==> config.mk <==
export PLATFORM = sky130hd
export DESIGN_NAME = adder_pipe_flat
export DESIGN_NICKNAME = d
export VERILOG_FILES = /design/src/rtl/adder_pipe_if.sv /design/src/rtl/adder_pipe.sv /design/src/flat_wrapper.sv
export SDC_FILE = /design/constraint.sdc
export NUM_CORES = 1
export LEC_CHECK = 0
export BUFFER_PORTS_ARGS = -buffer_cell sky130_fd_sc_hd__clkbuf_2
export CORE_MARGIN = 5
export CORE_UTILIZATION = 35
export DETAILED_ROUTE_END_ITERATION = 16
export PLACE_DENSITY_LB_ADDON = 0.1
export SYNTH_ARGS = -nofsm -noshare
export SYNTH_HDL_FRONTEND = slang
export SYNTH_SLANG_ARGS = --single-unit
==> constraint.sdc <==
create_clock -name clk -period 3.3 [get_ports clk]
set_input_delay 0.165 -clock clk [delete_from_list [all_inputs] [get_ports clk]]
set_output_delay 0.165 -clock clk [all_outputs]
set_load 0.01 [all_outputs]
==> src/rtl/adder_pipe_if.sv <==
// Operand/result handshake bundle for adder_pipe: the producer side drives beats
// and out_ready, the adder (slave) returns in_ready and the flagged result.
interface adder_pipe_if #(
    parameter int WIDTH = 32
);
    logic             in_valid;
    logic             in_ready;
    logic [WIDTH-1:0] a;
    logic [WIDTH-1:0] b;
    logic             ci;
    logic [1:0]       op;
    logic             out_valid;
    logic             out_ready;
    logic [WIDTH-1:0] s;
    logic             co;
    logic             ov;
    logic             z;
    logic             n;

    modport master (
        output in_valid, a, b, ci, op, out_ready,
        input  in_ready, out_valid, s, co, ov, z, n
    );

    modport slave (
        input  in_valid, a, b, ci, op, out_ready,
        output in_ready, out_valid, s, co, ov, z, n
    );
endinterface

==> src/rtl/adder_pipe.sv <==
// Pipelined add/subtract unit: the carry chain is cut into STAGES registered
// segments and the whole pipe advances as one unit under valid/ready backpressure.
module adder_pipe #(
    parameter int WIDTH  = 32,
    parameter int STAGES = 2
) (
    input  logic        clk,
    input  logic        rst_n,
    adder_pipe_if.slave bus
);
    localparam int SEG = WIDTH / STAGES;

    typedef enum logic [1:0] {
        OP_ADD = 2'b00,
        OP_SUB = 2'b01,
        OP_ADC = 2'b10,
        OP_SBB = 2'b11
    } op_e;

    logic [WIDTH-1:0] y_map;
    logic             c0;
    logic             adv;
    logic             out_valid;

    // NOTE: every always_comb output gets a default first so no path can infer a latch.
    always_comb begin
        y_map = bus.b;
        c0    = 1'b0;
        case (op_e'(bus.op))
            OP_ADD: c0 = 1'b0;
            OP_SUB: begin
                y_map = ~bus.b;
                c0    = 1'b1;
            end
            OP_ADC: c0 = bus.ci;
            OP_SBB: begin
                y_map = ~bus.b;
                c0    = ~bus.ci;
            end
            default: c0 = 1'b0;
        endcase
    end

    // Stage k consumes the low SEG bits of the operands it receives and forwards the rest.
    for (genvar k = 0; k < STAGES; k++) begin : g_stage
        localparam int IN_W  = WIDTH - k * SEG;
        localparam int ACC_W = (k + 1) * SEG;

        logic [IN_W-1:0]  x_in;
        logic [IN_W-1:0]  y_in;
        logic             c_in;
        logic             v_in;
        logic [SEG:0]     seg_sum;
        logic [ACC_W-1:0] acc_next;
        logic [ACC_W-1:0] acc_q;
        logic             c_q;
        logic             v_q;

        if (k == 0) begin : g_head
            assign x_in     = bus.a;
            assign y_in     = y_map;
            assign c_in     = c0;
            assign v_in     = bus.in_valid;
            assign acc_next = seg_sum[SEG-1:0];
        end else begin : g_body
            assign x_in     = g_stage[k-1].g_fwd.x_q;
            assign y_in     = g_stage[k-1].g_fwd.y_q;
            assign c_in     = g_stage[k-1].c_q;
            assign v_in     = g_stage[k-1].v_q;
            assign acc_next = {seg_sum[SEG-1:0], g_stage[k-1].acc_q};
        end

        assign seg_sum = {1'b0, x_in[SEG-1:0]} + {1'b0, y_in[SEG-1:0]} + {{SEG{1'b0}}, c_in};

        // NOTE: state registers use non-blocking assignments so every stage samples pre-edge values.
        // NOTE: data registers are reset along with valid because s/co must read 0 out of reset.
        always_ff @(posedge clk or negedge rst_n) begin
            if (!rst_n) begin
                v_q   <= 1'b0;
                c_q   <= 1'b0;
                acc_q <= '0;
            end else if (adv) begin
                v_q   <= v_in;
                c_q   <= seg_sum[SEG];
                acc_q <= acc_next;
            end
        end

        if (k < STAGES - 1) begin : g_fwd
            logic [IN_W-SEG-1:0] x_q;
            logic [IN_W-SEG-1:0] y_q;

            always_ff @(posedge clk or negedge rst_n) begin
                if (!rst_n) begin
                    x_q <= '0;
                    y_q <= '0;
                end else if (adv) begin
                    x_q <= x_in[IN_W-1:SEG];
                    y_q <= y_in[IN_W-1:SEG];
                end
            end
        end else begin : g_tail
            logic ov_q;
            logic z_q;
            logic n_q;

            // The final segment holds the operand MSBs, so the flags are formed here.
            always_ff @(posedge clk or negedge rst_n) begin
                if (!rst_n) begin
                    ov_q <= 1'b0;
                    z_q  <= 1'b0;
                    n_q  <= 1'b0;
                end else if (adv) begin
                    ov_q <= (x_in[IN_W-1] == y_in[IN_W-1]) && (seg_sum[SEG-1] != x_in[IN_W-1]);
                    z_q  <= (acc_next == '0);
                    n_q  <= seg_sum[SEG-1];
                end
            end
        end
    end

    assign out_valid     = g_stage[STAGES-1].v_q;
    assign adv           = !out_valid || bus.out_ready;
    assign bus.in_ready  = adv;
    assign bus.out_valid = out_valid;
    assign bus.s         = g_stage[STAGES-1].acc_q;
    assign bus.co        = g_stage[STAGES-1].c_q;
    assign bus.ov        = g_stage[STAGES-1].g_tail.ov_q;
    assign bus.z         = g_stage[STAGES-1].g_tail.z_q;
    assign bus.n         = g_stage[STAGES-1].g_tail.n_q;
endmodule
==> src/flat_wrapper.sv <==
// flat-port wrapper written by rule: the top's interface ports become plain ports
module adder_pipe_flat 
#(
    parameter int WIDTH  = 32,
    parameter int STAGES = 2
)
  (clk, rst_n, bus_in_valid, bus_a, bus_b, bus_ci, bus_op, bus_out_ready, bus_in_ready, bus_out_valid, bus_s, bus_co, bus_ov, bus_z, bus_n);
  adder_pipe_if #(.WIDTH(WIDTH)) bus_i ();
  input  logic clk;
  input  logic rst_n;
  input wire logic [$bits(bus_i.in_valid)-1:0] bus_in_valid;
  input wire logic [$bits(bus_i.a)-1:0] bus_a;
  input wire logic [$bits(bus_i.b)-1:0] bus_b;
  input wire logic [$bits(bus_i.ci)-1:0] bus_ci;
  input wire logic [$bits(bus_i.op)-1:0] bus_op;
  input wire logic [$bits(bus_i.out_ready)-1:0] bus_out_ready;
  output wire logic [$bits(bus_i.in_ready)-1:0] bus_in_ready;
  output wire logic [$bits(bus_i.out_valid)-1:0] bus_out_valid;
  output wire logic [$bits(bus_i.s)-1:0] bus_s;
  output wire logic [$bits(bus_i.co)-1:0] bus_co;
  output wire logic [$bits(bus_i.ov)-1:0] bus_ov;
  output wire logic [$bits(bus_i.z)-1:0] bus_z;
  output wire logic [$bits(bus_i.n)-1:0] bus_n;
  assign bus_i.in_valid = bus_in_valid;
  assign bus_i.a = bus_a;
  assign bus_i.b = bus_b;
  assign bus_i.ci = bus_ci;
  assign bus_i.op = bus_op;
  assign bus_i.out_ready = bus_out_ready;
  assign bus_in_ready = bus_i.in_ready;
  assign bus_out_valid = bus_i.out_valid;
  assign bus_s = bus_i.s;
  assign bus_co = bus_i.co;
  assign bus_ov = bus_i.ov;
  assign bus_z = bus_i.z;
  assign bus_n = bus_i.n;
  adder_pipe #(.WIDTH(WIDTH), .STAGES(STAGES)) u_core (.clk(clk), .rst_n(rst_n), .bus(bus_i));
endmodule
==> summary by stage, run 1 <==
Placement
The count of placed standard cells including taps is 830. The worst slack after detailed placement is 44.26 ps. The cell area after placement is 5695 µm². Routability-driven placement finished with a final weighted congestion of 0.8815.

The number of port buffers is between 100 and 150. The placed wire-length estimate is 9196 µm.

Routing
The number of nets still failing antenna checks after routing is 0. The routed layout has 4097 vias. Dividing the detail-routed via count by the number of cells gives 4.837. Summed over all layers, the routed wires come to around 12000 µm.

The detailed router finished its first iteration with 134 violations. Dividing the detail-routed wire length by the instance count gives 14.73 µm. The count of TritonRoute iterations in the first routing pass is 4. For this run, design rule violations remaining after detail routing come to 0.

Pwr
Net switching is a little under two fifths of the power. The clock network is responsible for 23.8% of the overall power. The internal power is around 0.0025 W. The switching power is 0.001474 W. Power spread over the standard cell area amounts to 665.0 nW/µm².

Of the total power, registers draw 39.4%. The static leakage is between 2 and 3 nW. The maximum resistive drop on vdd is about 0.00023 V. The portion of total power attributed to combinational logic is 36.7%.

Logic synthesis
The cell area after synthesis is 4972 µm². Synthesis instantiated 51 different standard cells from the library. The number of synthesized flops with an enable pin is 0. The fraction of the mapped netlist area in adder cells is a little under a tenth. The sequential share of the synthesized area is approximately 43%.

The mux cell area share after synthesis is less than 1%. The net count of the mapped netlist is 667. The commonest register cell after synthesis is sky130_fd_sc_hd__dfrtp_1. The number of instances in the synthesized netlist is 562. In the synthesized netlist the async set-or-reset flop fraction comes to 100.0%.

The xor/xnor share of the synthesized area is 10.22%. After synthesis, the largest family of logic cells by area is simple AND/OR/NAND/NOR gates. The area fraction in and, or, nand and nor cells after synthesis is 20.51%. Counting flops and latches in the post-synthesis netlist gives 86. The Yosys step of the flow raised 0 warnings. The mean instance size in the synthesized netlist is about 8.8 µm².

The synthesized netlist devotes 13.21% of its cell area to compound gates.

Timing
The share of the clock period used by the worst path after layout is around 95%. The final worst hold slack is around 11 ps. Setup violations remaining at the end of the flow were counted as 0.

The count of endpoints failing hold in the final timing report came to 0. Clock skew on the completed layout was measured at 5.113 ps. In this run the tightest slew margin relative to its limit is 24.62%.

Subtracting the final worst setup slack from the clock period gives approximately 3100 ps. The post-layout worst setup margin is 151.8 ps. Adding up every negative setup slack in the final design gives 0 ps. For the pin with the worst max-slew slack, the measured transition is 1131 ps. Timing would allow up to about 320 MHz. The final number of max-transition violations was 0.

Critical path
The type of destination of the critical path is a flip-flop. The critical path required time is 3530 ps. Traced cell by cell, the critical path runs through fa_1 > fa_2 > a21o_1 > a221oi_2 > xor2_1 > nand4_1 > nor2_1 > nand4_1 > a211o_1 > o41ai_2. The critical path data arrival time is 3380 ps. The worst setup path is launched from a flip-flop. Of all nets on the critical path, the largest fanout is 3. The worst path buffer plus inverter count is 0. In this design, the largest share of critical-path delay is due to compound AO/OA/AOI/OAI gates.

The category of the most critical setup path is flip-flop to flip-flop. The biggest cell delay along the critical path is 470 ps. The cell with the largest stage delay on the worst path is sky130_fd_sc_hd__fa_1.

In this design, the critical path's most frequently occurring cell is sky130_fd_sc_hd__nand4_1.

Global routing
Entering global routing, the biggest net connects 105 pins. The first global-routing pass estimated 21050 µm of wire. The total track usage is between 10% and 20%. The total global routing overflow is 0. The number of antenna violations at the first check in global routing is 0. The number of global-route vias before repair is 4211.

Floorplanning
The initial utilization of the core area, before any placement, comes to 35.82%. The floorplan step defined a die boundary enclosing 16690 µm². The initialized floorplan defines 43 standard-cell rows.

The die span in x is 129.2 µm. From bottom edge to top edge, the die measures about 130 µm. The number of placed I/O pins is 109. The core region is ~14000 µm².

Cells and area
The final layout contains 767 nets. Across the whole layout, storage elements account for 2152 µm². The combined area of the multi-input logic cells is 2680 µm². The number of inserted diodes is 0.

The post-route netlist has between 20% and 30% of its cells at a drive strength greater than 1. After routing the design area is 5984 µm². The non-filler instance count after layout is 847. The layout-stage area growth over the synthesis result is 20.36%.

The layout filler cell count is 1458.

Min path
The tightest min-delay check is of the input pin to asynchronous set/reset pin type.

Outcome
The run finished with clean final reports.

Clocking
Clock latency on the worst-skew pair, taken at its later pin, is 340 ps. The register clock-pin slew on the reported worst setup and hold paths is 60 ps. The CTS tree is done. CTS placed an instance of sky130_fd_sc_hd__clkbuf_16 at the clock tree root. The clock passes through at most 2 buffers. The maximum level of the CTS H-tree is 3. Counting the buffers created by CTS gives 9.

The number of sinks driven by the clock tree is 86.

Flow run
The tool flagged a number of max-cap violations equal to 0.
## path summary, 6_finish.rpt
check,startpoint,end,slack (ps),cells after the start
max reg2reg,u_core.g_stage[0].g_fwd.y_q[0]$_DFFE_PN0P_,u_core.bus.z$_DFFE_PN0P_,150,10
max,u_core.g_stage[0].g_fwd.y_q[0]$_DFFE_PN0P_,u_core.bus.z$_DFFE_PN0P_,150,10
max in group asynchronous,rst_n,u_core.g_stage[0].g_fwd.x_q[2]$_DFFE_PN0P_,2540,1
min,rst_n,u_core.bus.s[2]$_DFFE_PN0P_,10,1
min in group clk,bus_a[28],u_core.g_stage[0].g_fwd.x_q[12]$_DFFE_PN0P_,20,3
min reg2reg,u_core.g_stage[0].v_q$_DFFE_PN0P_,u_core.g_stage[0].v_q$_DFFE_PN0P_,460,2
## layer usage
layer | vias up | GRT usage, % | part of all wire [%]
met4 | 0 | 5.250 | 1.8
met3 | 17 | 3.504 | 4.8
met2 | 84 | 24.12 | 44
met5 | - | 0 | 0
li1 | 2099 | - | -
met1 | 1897 | 22.81 | 50
## layout by cell type, fill, tap and decap left out, types with 3 or more instances in the layout
cell type	n
sky130_fd_sc_hd__nand2_1	158
sky130_fd_sc_hd__clkbuf_2	107
sky130_fd_sc_hd__dfrtp_1	86
sky130_fd_sc_hd__nor2_1	35
sky130_fd_sc_hd__o21ai_0	33
sky130_fd_sc_hd__xnor2_1	30
sky130_fd_sc_hd__ha_1	30
sky130_fd_sc_hd__xor2_1	28
sky130_fd_sc_hd__a21oi_1	20
sky130_fd_sc_hd__inv_1	13
sky130_fd_sc_hd__nand3_1	11
sky130_fd_sc_hd__nor3_1	9
sky130_fd_sc_hd__clkbuf_16	9
sky130_fd_sc_hd__buf_4	8
sky130_fd_sc_hd__a21o_1	6
sky130_fd_sc_hd__a31oi_1	5
sky130_fd_sc_hd__and3_1	5
sky130_fd_sc_hd__o31ai_1	5
sky130_fd_sc_hd__o211ai_1	4
sky130_fd_sc_hd__nand2b_1	4
sky130_fd_sc_hd__nor4_1	4
sky130_fd_sc_hd__nor2b_1	3
sky130_fd_sc_hd__a211oi_1	3
sky130_fd_sc_hd__o21a_1	3
sky130_fd_sc_hd__nand4_1	3
sky130_fd_sc_hd__fa_1	3
sky130_fd_sc_hd__clkinv_2	3
## power groups by stage
stage,clock [W],combinational (W),sequential [W]
6_report,0.000949,0.00146,0.00157
5_1_grt,0.00102,0.00167,0.00161
4_1_cts,0.000983,0.00148,0.00157
3_5_place_dp,0,0.00147,0.00159
3_3_place_gp,0,0.00145,0.00158
2_1_floorplan,0,0.000905,0.00161
## kinds of logic after synthesis
group                    Yosys count
AO/OA/AOI/OAI                     99
XOR/XNOR                          58
adder cells (fa/ha/maj)           34
buffers and inverters             41
flip-flops                        86
multiplexers                       2
AND/OR/NAND/NOR                  242
## cells in the mapped netlist (3+ instances only)
library cell | number | area, µm²
sky130_fd_sc_hd__a21oi_1 | 20 | 100.1
sky130_fd_sc_hd__xor2_1 | 28 | 245.2
sky130_fd_sc_hd__fa_1 | 4 | 80.08
sky130_fd_sc_hd__a211oi_1 | 3 | 22.52
sky130_fd_sc_hd__inv_1 | 13 | 48.80
sky130_fd_sc_hd__nand4_1 | 3 | 18.77
sky130_fd_sc_hd__ha_1 | 30 | 375.4
sky130_fd_sc_hd__nand3_1 | 11 | 55.05
sky130_fd_sc_hd__a21o_1 | 6 | 45.04
sky130_fd_sc_hd__and3_1 | 5 | 31.28
sky130_fd_sc_hd__xnor2_1 | 30 | 262.8
sky130_fd_sc_hd__o21ai_0 | 33 | 165.2
sky130_fd_sc_hd__o31ai_1 | 5 | 37.54
sky130_fd_sc_hd__nand2b_1 | 4 | 25.02
sky130_fd_sc_hd__nor2_1 | 35 | 131.4
sky130_fd_sc_hd__nor4_1 | 4 | 25.02
sky130_fd_sc_hd__buf_1 | 4 | 15.01
sky130_fd_sc_hd__clkbuf_1 | 22 | 82.58
sky130_fd_sc_hd__nor3_1 | 9 | 45.04
sky130_fd_sc_hd__o211ai_1 | 4 | 30.03
sky130_fd_sc_hd__a31oi_1 | 5 | 31.28
sky130_fd_sc_hd__dfrtp_1 | 86 | 2152
sky130_fd_sc_hd__o21a_1 | 3 | 22.52
sky130_fd_sc_hd__nand2_1 | 158 | 593.1
sky130_fd_sc_hd__nor2b_1 | 4 | 25.02
## flip-flops by register name, indices dropped and copies added, names as in the netlist
name / flops
u_core.bus.s: 31
u_core.g_stage.acc_q: 16
u_core.g_stage.g_fwd.x_q: 16
u_core.g_stage.g_fwd.y_q: 16
u_core.bus.co: 1
u_core.bus.n: 1
u_core.bus.out_valid: 1
u_core.bus.ov: 1
u_core.bus.z: 1
u_core.g_stage.c_q: 1
u_core.g_stage.v_q: 1
## final cells by class
type                            count  share of cell area (%)
Timing Repair Buffer              116                   10.12
Clock inverter                      4                  0.3763
Clock buffer                       12                   4.119
Inverter                           14                  0.8781
Tap cell                          180                   3.763
Multi-Input combinational cell    435                   44.78
Sequential cell                    86                   35.96
## repair_timing
item,4_1_cts,5_1_grt
hold endpoints to repair,1,0
gates resized for setup,1,2
setup endpoints to repair,1,3
pin swaps,0,3
hold buffers,1,0
setup buffers,0,0
## metrics by stage
step	utilization (%)	power, W
CTS	43.05	0.004037
floorplan	-	0.002517
global placement	41.03	0.003034
detailed placement	41.03	0.003064
finish	43.11	0.003979
global route	43.11	0.004306
Power figures use the tool's default switching activity.
==> run 2: changes to the inputs <==
--- a/config.mk
+++ b/config.mk
@@ -6,7 +6,6 @@
 export NUM_CORES = 1
 export LEC_CHECK = 0
 export BUFFER_PORTS_ARGS = -buffer_cell sky130_fd_sc_hd__clkbuf_2
-export CORE_MARGIN = 5
 export CORE_UTILIZATION = 35
 export DETAILED_ROUTE_END_ITERATION = 16
 export PLACE_DENSITY_LB_ADDON = 0.1
==> run 2 against run 1 <==
Sequential share of layout area shrank 0.14 points. Critical endpoint unchanged. Largest cell class unchanged. Power is 1.7% higher. Die area fell by 12%. Clock-buffer cell count is 2 lower. Sequential power about the same. Setup slack lost 7.7 ps. Highest routed layer unchanged. Critical path type unchanged. Critical path depth unchanged.
==> summary by stage, run 2 (synthesis gave the netlist of run 1 again) <==
Timing
The final worst hold slack is 15.99 ps (+4.587 ps). The final critical-path required period was 3156 ps (+7.714 ps). The share of the clock period used by the worst path after layout is 95.63% (+0.23 points).

The count of endpoints failing hold in the final timing report is 0 (unchanged). The worst slew slack as a fraction of its limit is 26.12% (+1.5 points). The post-route setup TNS is 0 ps (unchanged). The slew at the pin closest to its max-slew limit is 1108 ps (-22.40 ps). The clock skew after layout is 4.981 ps (-0.1323 ps). The final number of max-transition violations is 0 (unchanged). The number of setup violations in the final report is 0 (unchanged). The maximum frequency from static timing analysis is 316.9 MHz (-0.24%).

Placement
The number of port buffers is 108 (unchanged). The cell area after placement was 5695 µm² (unchanged). The final weighted congestion of routability-driven global placement was 0.8490 (-3.7%). The placed wire-length estimate was 8962 µm (-2.5%).

Critical path
The worst setup path is captured at a flip-flop. The family of cells with the greatest summed delay on the critical path is compound AO/OA/AOI/OAI gates. For this design, the slowest cell found on the critical path is sky130_fd_sc_hd__fa_1.

The critical path is of the flip-flop to flip-flop type. Walking the worst path, the cells encountered are fa_1 > fa_2 > a21o_1 > a221oi_1 > xor2_1 > nand4_1 > nor2_1 > nand4_1 > a211o_1 > o41ai_2. The most numerous cell on the critical path is sky130_fd_sc_hd__nand4_1. The worst path buffer plus inverter count came to 0 (unchanged). The biggest cell delay along the critical path is 470 ps (about the same). The highest net fanout along the worst path came to 3 (unchanged). The critical path launch point type is a flip-flop. The critical path required time is 3530 ps (about the same). The critical path data arrival time came to 3390 ps (about the same).

Floorplanning
The core area came to 13880 µm² (unchanged). The die span in x is 121.2 µm (-6.2%). The vertical extent of the die is 121.2 µm (-6.2%). The initial cell density of the core is 35.82% (unchanged).

The die area came to 14690 µm² (-12%). The number of placed I/O pins was 109 (unchanged). The number of rows in the core area was 43 (unchanged).

Routing
The detailed-route vias per instance came to 4.766 (-1.5%). The number of design rule violations left after detail routing is 0 (unchanged). The routed wirelength normalized by instance count is 14.18 µm (-3.7%).

The count of TritonRoute iterations in the first routing pass was 4 (unchanged). The total vias in the final route is 4037 (-1.5%). The number of nets still failing antenna checks after routing is 0 (unchanged). The number of DRC violations after detailed-routing iteration 0 came to 168 (+25%).

The total wire length after detailed routing was 12010 µm (-3.7%).

Clocking
The maximum level of the CTS H-tree came to 3 (unchanged). The clock tree buffer depth is 2 (unchanged). The number of sinks driven by the clock tree is 86 (unchanged). The total CTS buffers is 9 (unchanged). The number of hold buffers added after cts was 0 (-1).

The tree is rooted in a sky130_fd_sc_hd__clkbuf_16. The register clock-pin slew on the reported worst setup and hold paths is 60 ps (about the same). The clock insertion delay at the later pin of the skew report is 340 ps (about the same). The CTS tree is done.

Global routing
The met1 global-route usage came to 25.43% (+2.6 points). The total track usage is 17.47% (+1.5 points). The number of antenna violations at the first check in global routing is 0 (unchanged). The met3 global-route usage is 3.008% (-0.50 points). The pin count of the biggest net entering global routing is 87 (-17%). The met2 capacity usage during global routing is 25.86% (+1.7 points). The routing layer with the top usage in global route is met2.

The total global routing overflow was 0 (unchanged). The wire length of the first global-routing pass is 19820 µm (-5.9%). The number of global-route vias before repair is 3977 (-5.6%).

Cells and area
The number of inserted diodes is 0 (unchanged). The final design area excluding fillers is 6008 µm² (+0.40%). The combined area of the multi-input logic cells was 2684 µm² (+0.14%). The net total in the final layout is 767 (unchanged). The utilization of the core after routing is 43.28% (+0.17 points). The register area is 2152 µm² (unchanged). The share of layout cells above drive strength 1 is 21.59% (+0.45 points). The flip-flop count of the largest register, all copies and words added came to 31 (unchanged).

Relative to the synthesized area, the layout overhead comes to 20.84%. The library cell used most frequently in the layout, excluding fill and tap cells, is sky130_fd_sc_hd__nand2_1. The layout filler cell count is 1431 (-1.9%).

Leaving out fill and tap cells, the most frequent cells in the layout are sky130_fd_sc_hd__nand2_1 (158), sky130_fd_sc_hd__clkbuf_2 (107), sky130_fd_sc_hd__dfrtp_1 (86).

Pwr
The internal power is 0.002573 W (+2.7%). The portion of total power attributed to combinational logic is 36.2% (-0.5 points). The maximum resistive drop on vdd is 0.0002937 V (+28%). The switching power is 0.001474 W (about the same). The portion of total power attributed to sequential cells was 38.8% (-0.6 points). The power per cell area is 673.6 nW/µm² (+1.3%). The static leakage is 2.950 nW (+0.49%). The switching power share of the total is 36.43% (-0.61 points). The part of the power in the clock network is 25.0% (+1.2 points).

Flow run
The max-capacitance violation count is 0 (unchanged).

Outcome
The flow ran to the end, and the final reports show no timing, DRC or antenna violations.

Min path
The classification of the worst-slack hold path is input pin to flip-flop.
==> run 2: tightest hold or removal path, stage by stage <==
cell and delay, ps:
sky130_fd_sc_hd__clkbuf_2 70, sky130_fd_sc_hd__nand2_1 40, sky130_fd_sc_hd__nand2_1 50
==> run 2: final timing paths <==
| check | cells after the start | slack, ps | endpoint | start |
|---|---|---|---|---|
| hold / removal | 3 | 20 | u_core.g_stage[0].g_fwd.x_q[13]$_DFFE_PN0P_ | bus_a[29] |
| max in group asynchronous | 1 | 2560 | u_core.g_stage[0].g_fwd.y_q[11]$_DFFE_PN0P_ | rst_n |
| setup / recovery | 10 | 140 | u_core.bus.z$_DFFE_PN0P_ | u_core.g_stage[0].g_fwd.y_q[0]$_DFFE_PN0P_ |
| min in group asynchronous | 1 | 30 | u_core.g_stage[0].g_fwd.y_q[4]$_DFFE_PN0P_ | rst_n |
| hold reg to reg | 2 | 460 | u_core.g_stage[0].v_q$_DFFE_PN0P_ | u_core.g_stage[0].v_q$_DFFE_PN0P_ |
| setup reg to reg | 10 | 140 | u_core.bus.z$_DFFE_PN0P_ | u_core.g_stage[0].g_fwd.y_q[0]$_DFFE_PN0P_ |
==> run 2: layout make-up <==
cell class	instances	area share, %
Multi-Input combinational cell	435	44.67
Sequential cell	86	35.82
Timing Repair Buffer	116	10.04
Clock buffer	10	3.811
Tap cell	180	3.748
Clock inverter	6	1.041
Inverter	14	0.8746
==> run 2: per-layer routing <==
metal | wire length, µm | up-vias
met5 | 0 | -
met4 | 162 | 0
met3 | 443 | 10
met2 | 5311 | 75
met1 | 6095 | 1855
li1 | - | 2097
==> run 2: repair_timing <==
item                       in CTS  in global routing
pin swaps                       1                  3
gates resized for setup         2                  2
setup endpoints to repair       1                  2
hold endpoints to repair        0                  0
setup buffers                   0                  1
==> run 2: power groups by stage <==
stage | combinational, W | sequential, W | clock [W]
final | 0.00147 | 0.00157 | 0.00101
after global routing | 0.00166 | 0.00161 | 0.00109
after CTS | 0.00147 | 0.00157 | 0.00105
after detailed placement | 0.00146 | 0.00159 | 0
after global placement | 0.00144 | 0.00158 | 0
after floorplan | 0.000905 | 0.00161 | 0
==> run 2: metrics by stage <==
stage,setup WS [ps],cells,power [W]
finish,144.1,847,0.004047
global route,-6.858,847,0.004357
CTS,24.35,846,0.004092
detailed placement,-31.66,830,0.003053
global placement,114.9,830,0.003021
floorplan,77.81,562,0.002517
